File: config.mk
export PLATFORM = sky130hd
export DESIGN_NAME = freq_period_divider
export DESIGN_NICKNAME = d
export VERILOG_FILES = /design/src/rtl/freq_period_divider_pkg.sv /design/src/rtl/freq_period_divider_core.sv /design/src/rtl/freq_period_divider.sv
export SDC_FILE = /design/constraint.sdc
export NUM_CORES = 1
export LEC_CHECK = 0
export BUFFER_PORTS_ARGS = -buffer_cell sky130_fd_sc_hd__buf_2
export CAP_MARGIN = 10
export CORE_UTILIZATION = 57
export DETAILED_ROUTE_END_ITERATION = 7
export HOLD_SLACK_MARGIN = 0.15
export PLACE_DENSITY = 0.8
export SYNTH_ARGS = -nofsm -noshare
export SYNTH_HDL_FRONTEND = slang
export SYNTH_SLANG_ARGS = --single-unit
File: constraint.sdc
create_clock -name clk -period 3.44 [get_ports clk]
set_input_delay 0.172 -clock clk [delete_from_list [all_inputs] [get_ports clk]]
set_output_delay 0.172 -clock clk [all_outputs]
set_load 0.01 [all_outputs]
File: src/rtl/freq_period_divider_pkg.sv
// Shared types and helpers for the frequency-to-period converter.
// Latency: n/a (types and elaboration-time helpers only).
// Backpressure: n/a.
//
// Contents: scanner FSM state encoding and an index-width helper.
package freq_period_divider_pkg;

  // Scanner FSM: IDLE examines one channel per cycle, LOAD snapshots the
  // frequency, DIV runs the shared serial divider, STORE clamps and writes.
  typedef enum logic [1:0] {
    ST_IDLE  = 2'd0,
    ST_LOAD  = 2'd1,
    ST_DIV   = 2'd2,
    ST_STORE = 2'd3
  } state_t;

  // Width of a channel pointer; a single channel still needs one bit.
  function automatic int idx_width(input int n);
    return (n > 1) ? $clog2(n) : 1;
  endfunction

endpackage

File: src/rtl/freq_period_divider_core.sv
// Serial restoring divider, one quotient bit per cycle, shared by all channels.
// Latency: start sampled on an edge, quotient valid BIT_WIDTH edges later.
// Backpressure: none; a new start simply restarts the division.
//
// Ports:
//   clk, reset           clock, synchronous active-high reset
//   start                load dividend/divisor and begin (ignored work is aborted)
//   dividend, divisor    operands, sampled only when start is high
//   last                 high during the cycle whose edge produces the final bit
//   quotient             quotient register (final once last has been seen)
module freq_period_divider_core #(
  parameter int BIT_WIDTH = 32,
  parameter int DIVISOR_W = 16
) (
  input  logic                 clk,
  input  logic                 reset,
  input  logic                 start,
  input  logic [BIT_WIDTH-1:0] dividend,
  input  logic [DIVISOR_W-1:0] divisor,
  output logic                 last,
  output logic [BIT_WIDTH-1:0] quotient
);

  localparam int CNT_W = $clog2(BIT_WIDTH + 1);

  logic                 run_q, run_d;
  logic [CNT_W-1:0]     cnt_q, cnt_d;
  logic [BIT_WIDTH:0]   rem_q, rem_d;
  logic [BIT_WIDTH-1:0] quo_q, quo_d;
  logic [DIVISOR_W-1:0] div_q, div_d;

  logic [BIT_WIDTH:0]   rem_shift;
  logic [BIT_WIDTH:0]   div_ext;
  logic [BIT_WIDTH:0]   rem_sub;
  logic                 fits;

  always_comb begin
    run_d = run_q;
    cnt_d = cnt_q;
    rem_d = rem_q;
    quo_d = quo_q;
    div_d = div_q;

    // The quotient register doubles as the dividend shift register: its MSB
    // feeds the partial remainder while new quotient bits enter at the LSB.
    rem_shift = {rem_q[BIT_WIDTH-1:0], quo_q[BIT_WIDTH-1]};
    div_ext   = {{(BIT_WIDTH + 1 - DIVISOR_W){1'b0}}, div_q};
    rem_sub   = rem_shift - div_ext;
    // A set top bit means the shifted remainder overflowed the window, so the
    // divisor certainly fits; the modular subtraction is still exact.
    fits      = rem_q[BIT_WIDTH] | (rem_shift >= div_ext);

    if (start) begin
      run_d = 1'b1;
      cnt_d = CNT_W'(BIT_WIDTH);
      rem_d = '0;
      quo_d = dividend;
      div_d = divisor;
    end else if (run_q) begin
      rem_d = fits ? rem_sub : rem_shift;
      quo_d = {quo_q[BIT_WIDTH-2:0], fits};
      cnt_d = cnt_q - CNT_W'(1);
      if (cnt_q == CNT_W'(1)) begin
        run_d = 1'b0;
      end
    end
  end

  always_ff @(posedge clk) begin
    if (reset) begin
      run_q <= 1'b0;
      cnt_q <= '0;
      rem_q <= '0;
      quo_q <= '0;
      div_q <= '0;
    end else begin
      run_q <= run_d;
      cnt_q <= cnt_d;
      rem_q <= rem_d;
      quo_q <= quo_d;
      div_q <= div_d;
    end
  end

  assign last     = run_q && (cnt_q == CNT_W'(1));
  assign quotient = quo_q;

endmodule

File: src/rtl/freq_period_divider.sv
// Multi-channel frequency-to-period converter: period = TARGET / freq, clamped.
// Latency: period written BIT_WIDTH+3 cycles after the selecting IDLE cycle (3 if freq==0).
// Backpressure: none; inputs are sampled freely, changes are picked up on the next scan.
//
// Ports:
//   clk, reset     clock, synchronous active-high reset (aborts any division)
//   user_freq      N_CH packed frequencies in 0.1 kHz units, ch i at [i*FREQ_W +: FREQ_W]
//   pulse_period   N_CH packed registered periods in clock cycles
//   period_upd     per-channel one-cycle strobe when that period register is written
//   period_sat     per-channel level: last result was clamped or freq was zero
//   busy           high whenever the scanner is outside IDLE
//
// Build option FREQ_DIV_ROUND_EN: round to nearest (dividend TARGET + freq/2)
// instead of truncating; clamping and latency are unchanged.
module freq_period_divider
  import freq_period_divider_pkg::*;
#(
  parameter int CLK_FREQ_KHZ = 100_000,
  parameter int FREQ_SCALE   = 10,
  parameter int N_CH         = 4,
  parameter int FREQ_W       = 16,
  parameter int BIT_WIDTH    = 32,
  parameter int MAX_PERIOD   = 200_000,
  parameter int MIN_PERIOD   = 2,
  parameter int RESET_PERIOD = 2000
) (
  input  logic                      clk,
  input  logic                      reset,
  input  logic [N_CH*FREQ_W-1:0]    user_freq,
  output logic [N_CH*BIT_WIDTH-1:0] pulse_period,
  output logic [N_CH-1:0]           period_upd,
  output logic [N_CH-1:0]           period_sat,
  output logic                      busy
);

  localparam int PTR_W = idx_width(N_CH);
  // Elaboration-time constants only; no multiplier is built.
  localparam logic [BIT_WIDTH-1:0] TARGET  = BIT_WIDTH'(CLK_FREQ_KHZ * FREQ_SCALE);
  localparam logic [BIT_WIDTH-1:0] MAX_P   = BIT_WIDTH'(MAX_PERIOD);
  localparam logic [BIT_WIDTH-1:0] MIN_P   = BIT_WIDTH'(MIN_PERIOD);
  localparam logic [BIT_WIDTH-1:0] RESET_P = BIT_WIDTH'(RESET_PERIOD);

  state_t               state_q, state_d;
  logic [PTR_W-1:0]     ptr_q, ptr_d;
  logic [N_CH-1:0]      stale_q, stale_d;
  logic [FREQ_W-1:0]    cached_q [N_CH];
  logic [FREQ_W-1:0]    cached_d [N_CH];
  logic [FREQ_W-1:0]    snap_q, snap_d;
  logic [BIT_WIDTH-1:0] period_q [N_CH];
  logic [BIT_WIDTH-1:0] period_d [N_CH];
  logic [N_CH-1:0]      sat_q, sat_d;
  logic [N_CH-1:0]      upd_q, upd_d;

  logic [FREQ_W-1:0]    freq_in [N_CH];
  logic [FREQ_W-1:0]    cur_freq;
  logic [PTR_W-1:0]     ptr_next;
  logic [BIT_WIDTH-1:0] dividend;
  logic                 div_start;
  logic                 div_last;
  logic [BIT_WIDTH-1:0] div_quot;
  logic [BIT_WIDTH-1:0] res;
  logic                 res_sat;

  for (genvar i = 0; i < N_CH; i++) begin : g_unpack
    assign freq_in[i] = user_freq[i*FREQ_W +: FREQ_W];
    assign pulse_period[i*BIT_WIDTH +: BIT_WIDTH] = period_q[i];
  end

  assign cur_freq  = freq_in[ptr_q];
  assign ptr_next  = (ptr_q == PTR_W'(N_CH - 1)) ? '0 : ptr_q + PTR_W'(1);
  // A zero frequency skips the divider entirely.
  assign div_start = (state_q == ST_LOAD) && (cur_freq != '0);

`ifdef FREQ_DIV_ROUND_EN
  assign dividend = TARGET + BIT_WIDTH'(cur_freq >> 1);
`else
  assign dividend = TARGET;
`endif

  freq_period_divider_core #(
    .BIT_WIDTH (BIT_WIDTH),
    .DIVISOR_W (FREQ_W)
  ) u_core (
    .clk      (clk),
    .reset    (reset),
    .start    (div_start),
    .dividend (dividend),
    .divisor  (cur_freq),
    .last     (div_last),
    .quotient (div_quot)
  );

  // Clamp the finished quotient; the snapshot, not the live input, decides the
  // zero case so a mid-division input change cannot corrupt this result.
  always_comb begin
    res     = div_quot;
    res_sat = 1'b0;
    if ((snap_q == '0) || (div_quot > MAX_P)) begin
      res     = MAX_P;
      res_sat = 1'b1;
    end else if (div_quot < MIN_P) begin
      res     = MIN_P;
      res_sat = 1'b1;
    end
  end

  always_comb begin
    state_d  = state_q;
    ptr_d    = ptr_q;
    stale_d  = stale_q;
    cached_d = cached_q;
    snap_d   = snap_q;
    period_d = period_q;
    sat_d    = sat_q;
    upd_d    = '0;

    case (state_q)
      ST_IDLE: begin
        if (stale_q[ptr_q] || (cur_freq != cached_q[ptr_q])) begin
          state_d = ST_LOAD;
        end else begin
          ptr_d = ptr_next;
        end
      end
      ST_LOAD: begin
        snap_d         = cur_freq;
        stale_d[ptr_q] = 1'b0;
        state_d        = (cur_freq == '0) ? ST_STORE : ST_DIV;
      end
      ST_DIV: begin
        if (div_last) begin
          state_d = ST_STORE;
        end
      end
      ST_STORE: begin
        period_d[ptr_q] = res;
        sat_d[ptr_q]    = res_sat;
        // Caching the snapshot (not the live input) makes a change that
        // arrived during DIV show up as a mismatch on the next visit.
        cached_d[ptr_q] = snap_q;
        upd_d[ptr_q]    = 1'b1;
        ptr_d           = ptr_next;
        state_d         = ST_IDLE;
      end
      default: begin
        state_d = ST_IDLE;
      end
    endcase
  end

  always_ff @(posedge clk) begin
    if (reset) begin
      state_q <= ST_IDLE;
      ptr_q   <= '0;
      stale_q <= '1;
      snap_q  <= '0;
      sat_q   <= '0;
      upd_q   <= '0;
      for (int i = 0; i < N_CH; i++) begin
        cached_q[i] <= '0;
        period_q[i] <= RESET_P;
      end
    end else begin
      state_q  <= state_d;
      ptr_q    <= ptr_d;
      stale_q  <= stale_d;
      snap_q   <= snap_d;
      sat_q    <= sat_d;
      upd_q    <= upd_d;
      cached_q <= cached_d;
      period_q <= period_d;
    end
  end

  assign period_upd = upd_q;
  assign period_sat = sat_q;
  assign busy       = (state_q != ST_IDLE);

endmodule
==> results.json <==
{
  "die_y_um": 154,
  "yosys-top-cells-count": "dfxtp_1, nand2_1, a21oi_1",
  "tightest_slew_ps": 1260,
  "p_int_mw": 7.82,
  "clk_pin_slew_ps": 70,
  "cts_setup_buffers": 0,
  "antenna_cells": 0,
  "grt_pass1_vias": 10987,
  "core_um2": 22600,
  "clock-sinks": 312,
  "reg2reg_slack_ps": 340,
  "synth_most_common_cell": "dfxtp_1",
  "clkPwrFrac": 0.268,
  "hp-start": "user_freq[14]",
  "syn_nets": 1571,
  "multi_input_area_um2": 6350,
  "min_to": "u_core.div_q[14]$_SDFFE_PP0P_",
  "first_pass_iters": 5,
  "path_class": "reg2reg",
  "grt.total_usage": 0.281,
  "timing.final.crit_share": 0.902,
  "register_area_um2": 6250,
  "synth_top_area_share": 0.474,
  "hold_viol_final": 0,
  "yosys.area.top_type": "dfxtp_1",
  "setup_viol": 0,
  "die_w_um": 154,
  "nNetsFinal": 1718,
  "cts_made_buffers": 30,
  "insertion_delay_ps": 570,
  "overflow": 0,
  "drt_iter0_drc": 869,
  "start_util": 0.582,
  "viasPerCell": 5.97,
  "place_hpwl_mm": 22.6,
  "syn_to_final_growth_pct": 16.8,
  "synth_cell_types": 54,
  "wl_mm": 34.1,
  "synth_area_um2": 13200,
  "grt_max_degree": 89,
  "cts.htree.levels": 1,
  "wire_per_inst_um": 17.6,
  "boundaryPins": 203,
  "holdWs_ps": 231,
  "power.density_nw_per_um2": 815,
  "switching_share": 0.376,
  "gp_congestion": 0.897,
  "combPwrFrac": 0.383,
  "ys_ff_latch": 312,
  "io_buffers": 202,
  "worstPathArrival_ps": 3570,
  "r2r-start": "ptr_q[0]$_SDFFE_PP0P_",
  "tns_ps": 0,
  "maxCapViolations": 0,
  "hold_depth": 4,
  "fillCellCount": 1749,
  "vias": 11546,
  "yosysSeqAreaShare": 0.474,
  "period_minus_slack_ps": 3100,
  "drive_gt1_frac": 0.209,
  "layout.cells.non_filler": 1933,
  "power_leakage_nw": 6.32,
  "r2r_cells": 8,
  "max_slew_margin": 0.163,
  "grt_first_pass_wirelength_mm": 54.9,
  "status": "complete, no violations",
  "crit_fanout": 31,
  "ys_async_sr_fraction": 0,
  "cp-end-kind": "flop",
  "timing.rr.end": "u_core.rem_q[24]$_SDFFE_PP0P_",
  "hold_path_class": "in2reg",
  "die_area_um2": 23700,
  "placed_cells": 1876,
  "grt_antenna_before_repair": 0,
  "syn_inst": 1477,
  "synth.top_cells.by_area": "dfxtp_1, nand2_1, a21oi_1",
  "cts-root-buf": "clkbuf_16",
  "fin_skew_ps": 31.6,
  "worst_setup_path_start_kind": "flop",
  "drc": 0,
  "syn_area_per_cell_um2": 8.92,
  "max_freq_ghz": 0.322,
  "ant_nets": 0,
  "synth_edf_count": 0,
  "irDropWorstVdd_mv": 0.513,
  "synth-main-ff-cell": "dfxtp_1",
  "drv_slew": 0,
  "cts_tree": "yes",
  "yosys_warnings": 0,
  "total_power_mw": 12.5,
  "pwr-share-seq": 0.348,
  "placementRows": 55,
  "p_switching_mw": 4.71,
  "cts_buffer_depth": 3,
  "rsz0062_at_grt": "no",
  "cp.required_ps": 3910
}
==> worst max-delay path: stages, from the launching register on <==
cell	delay (ps)
dfxtp_2	720
mux4_2	660
nor4_1	310
nand4_1	270
and2_1	260
nor2_1	80
buf_4	310
o21ai_0	160
a31oi_1	200
==> power groups by stage <==
stage	clock network, mW	logic [mW]	registers [mW]
floorplan	0	3.72	4.26
global placement	0	4.58	4.42
detailed placement	0	4.70	4.43
CTS	3.39	4.75	4.35
global route	3.56	5.28	4.42
finish	3.36	4.80	4.37
==> metal layers <==
layer  GRT usage  up-vias  part of all wire
met5           0        -                 0
met2       0.462      438              0.47
li1            -     5511                 -
met1       0.367     5520              0.42
met4       0.106        0             0.029
met3      0.0558       77             0.074
==> sequential cells by signal (all words and copies together), names as in the netlist, 4 cells and up <==
| signal | count |
|---|---|
| pulse_period | 128 |
| cached_q | 64 |
| u_core.rem_q | 33 |
| u_core.quotient | 32 |
| snap_q | 16 |
| u_core.div_q | 16 |
| u_core.cnt_q | 6 |
| period_sat | 4 |
| period_upd | 4 |
| stale_q | 4 |
==> layout make-up <==
class / instances / share of cell area
well taps: 285 / 0.0232
clock buffers: 38 / 0.0547
inverters: 29 / 0.00708
clock inverters: 18 / 0.0124
flip-flops and latches: 312 / 0.406
repair buffers: 236 / 0.0835
multi-input cells: 1015 / 0.413
==> cells by family (layout without fill, tap and decap cells) <==
family,count (synthesis),after routing,share of synthesized area
AO/OA/AOI/OAI,338,338,0.146
AND/OR/NAND/NOR,542,542,0.198
flip-flops,312,312,0.474
multiplexers,76,76,0.0891
adder cells (fa/ha/maj),28,28,0.0272
XOR/XNOR,31,31,0.0206
buffers and inverters,150,321,0.0442
==> worst max-delay path by stage <==
stage	startpoint	end	slack [ps]	cells past startpoint
2_1_floorplan	ptr_q[0]$_SDFFE_PP0P_	state_q[0]$_SDFFE_PP0P_	470	9
3_3_place_gp	ptr_q[0]$_SDFFE_PP0P_	u_core.quotient[8]$_SDFFE_PP0P_	460	7
3_5_place_dp	ptr_q[0]$_SDFFE_PP0P_	u_core.cnt_q[2]$_SDFFE_PP0P_	390	7
4_1_cts	ptr_q[0]$_SDFFE_PP0P_	u_core.rem_q[24]$_SDFFE_PP0P_	330	8
5_1_grt	ptr_q[0]$_SDFFE_PP0P_	u_core.rem_q[24]$_SDFFE_PP0P_	90	8
6_report	ptr_q[0]$_SDFFE_PP0P_	u_core.rem_q[24]$_SDFFE_PP0P_	340	8
==> cell usage in the layout (no fill, tap or decap), types with 11 or more instances in the layout <==
cell type and instances:
nand2b_1 21, nor4_1 30, and3_1 61, buf_4 33, buf_2 201, clkbuf_16 30, nand2_1 238, mux2i_1 43
dfxtp_1 310, ha_1 27, a31oi_1 23, nand3_1 15, nand4_1 44, o31ai_1 11, a211oi_1 17, o21ai_0 71
xnor2_1 23, inv_1 28, nor2_1 78, a21o_1 12, a21oi_1 172, mux4_2 33
==> repair_timing <==
action                                 CTS  global route
endpoints found under the hold margin    8             0
resized for setup                        0             0
hold buffers                             1             0
==> stage by stage <==
step / worst slack [ps] / area, µm² / util
after detailed placement: 390 / 14300 / 0.633
after floorplan: 466 / 13200 / -
final: 337 / 15400 / 0.679
after global routing: 93.4 / 15400 / 0.679
after CTS: 329 / 15400 / 0.679
after global placement: 458 / 14300 / 0.633
Power figures use the tool's default switching activity.
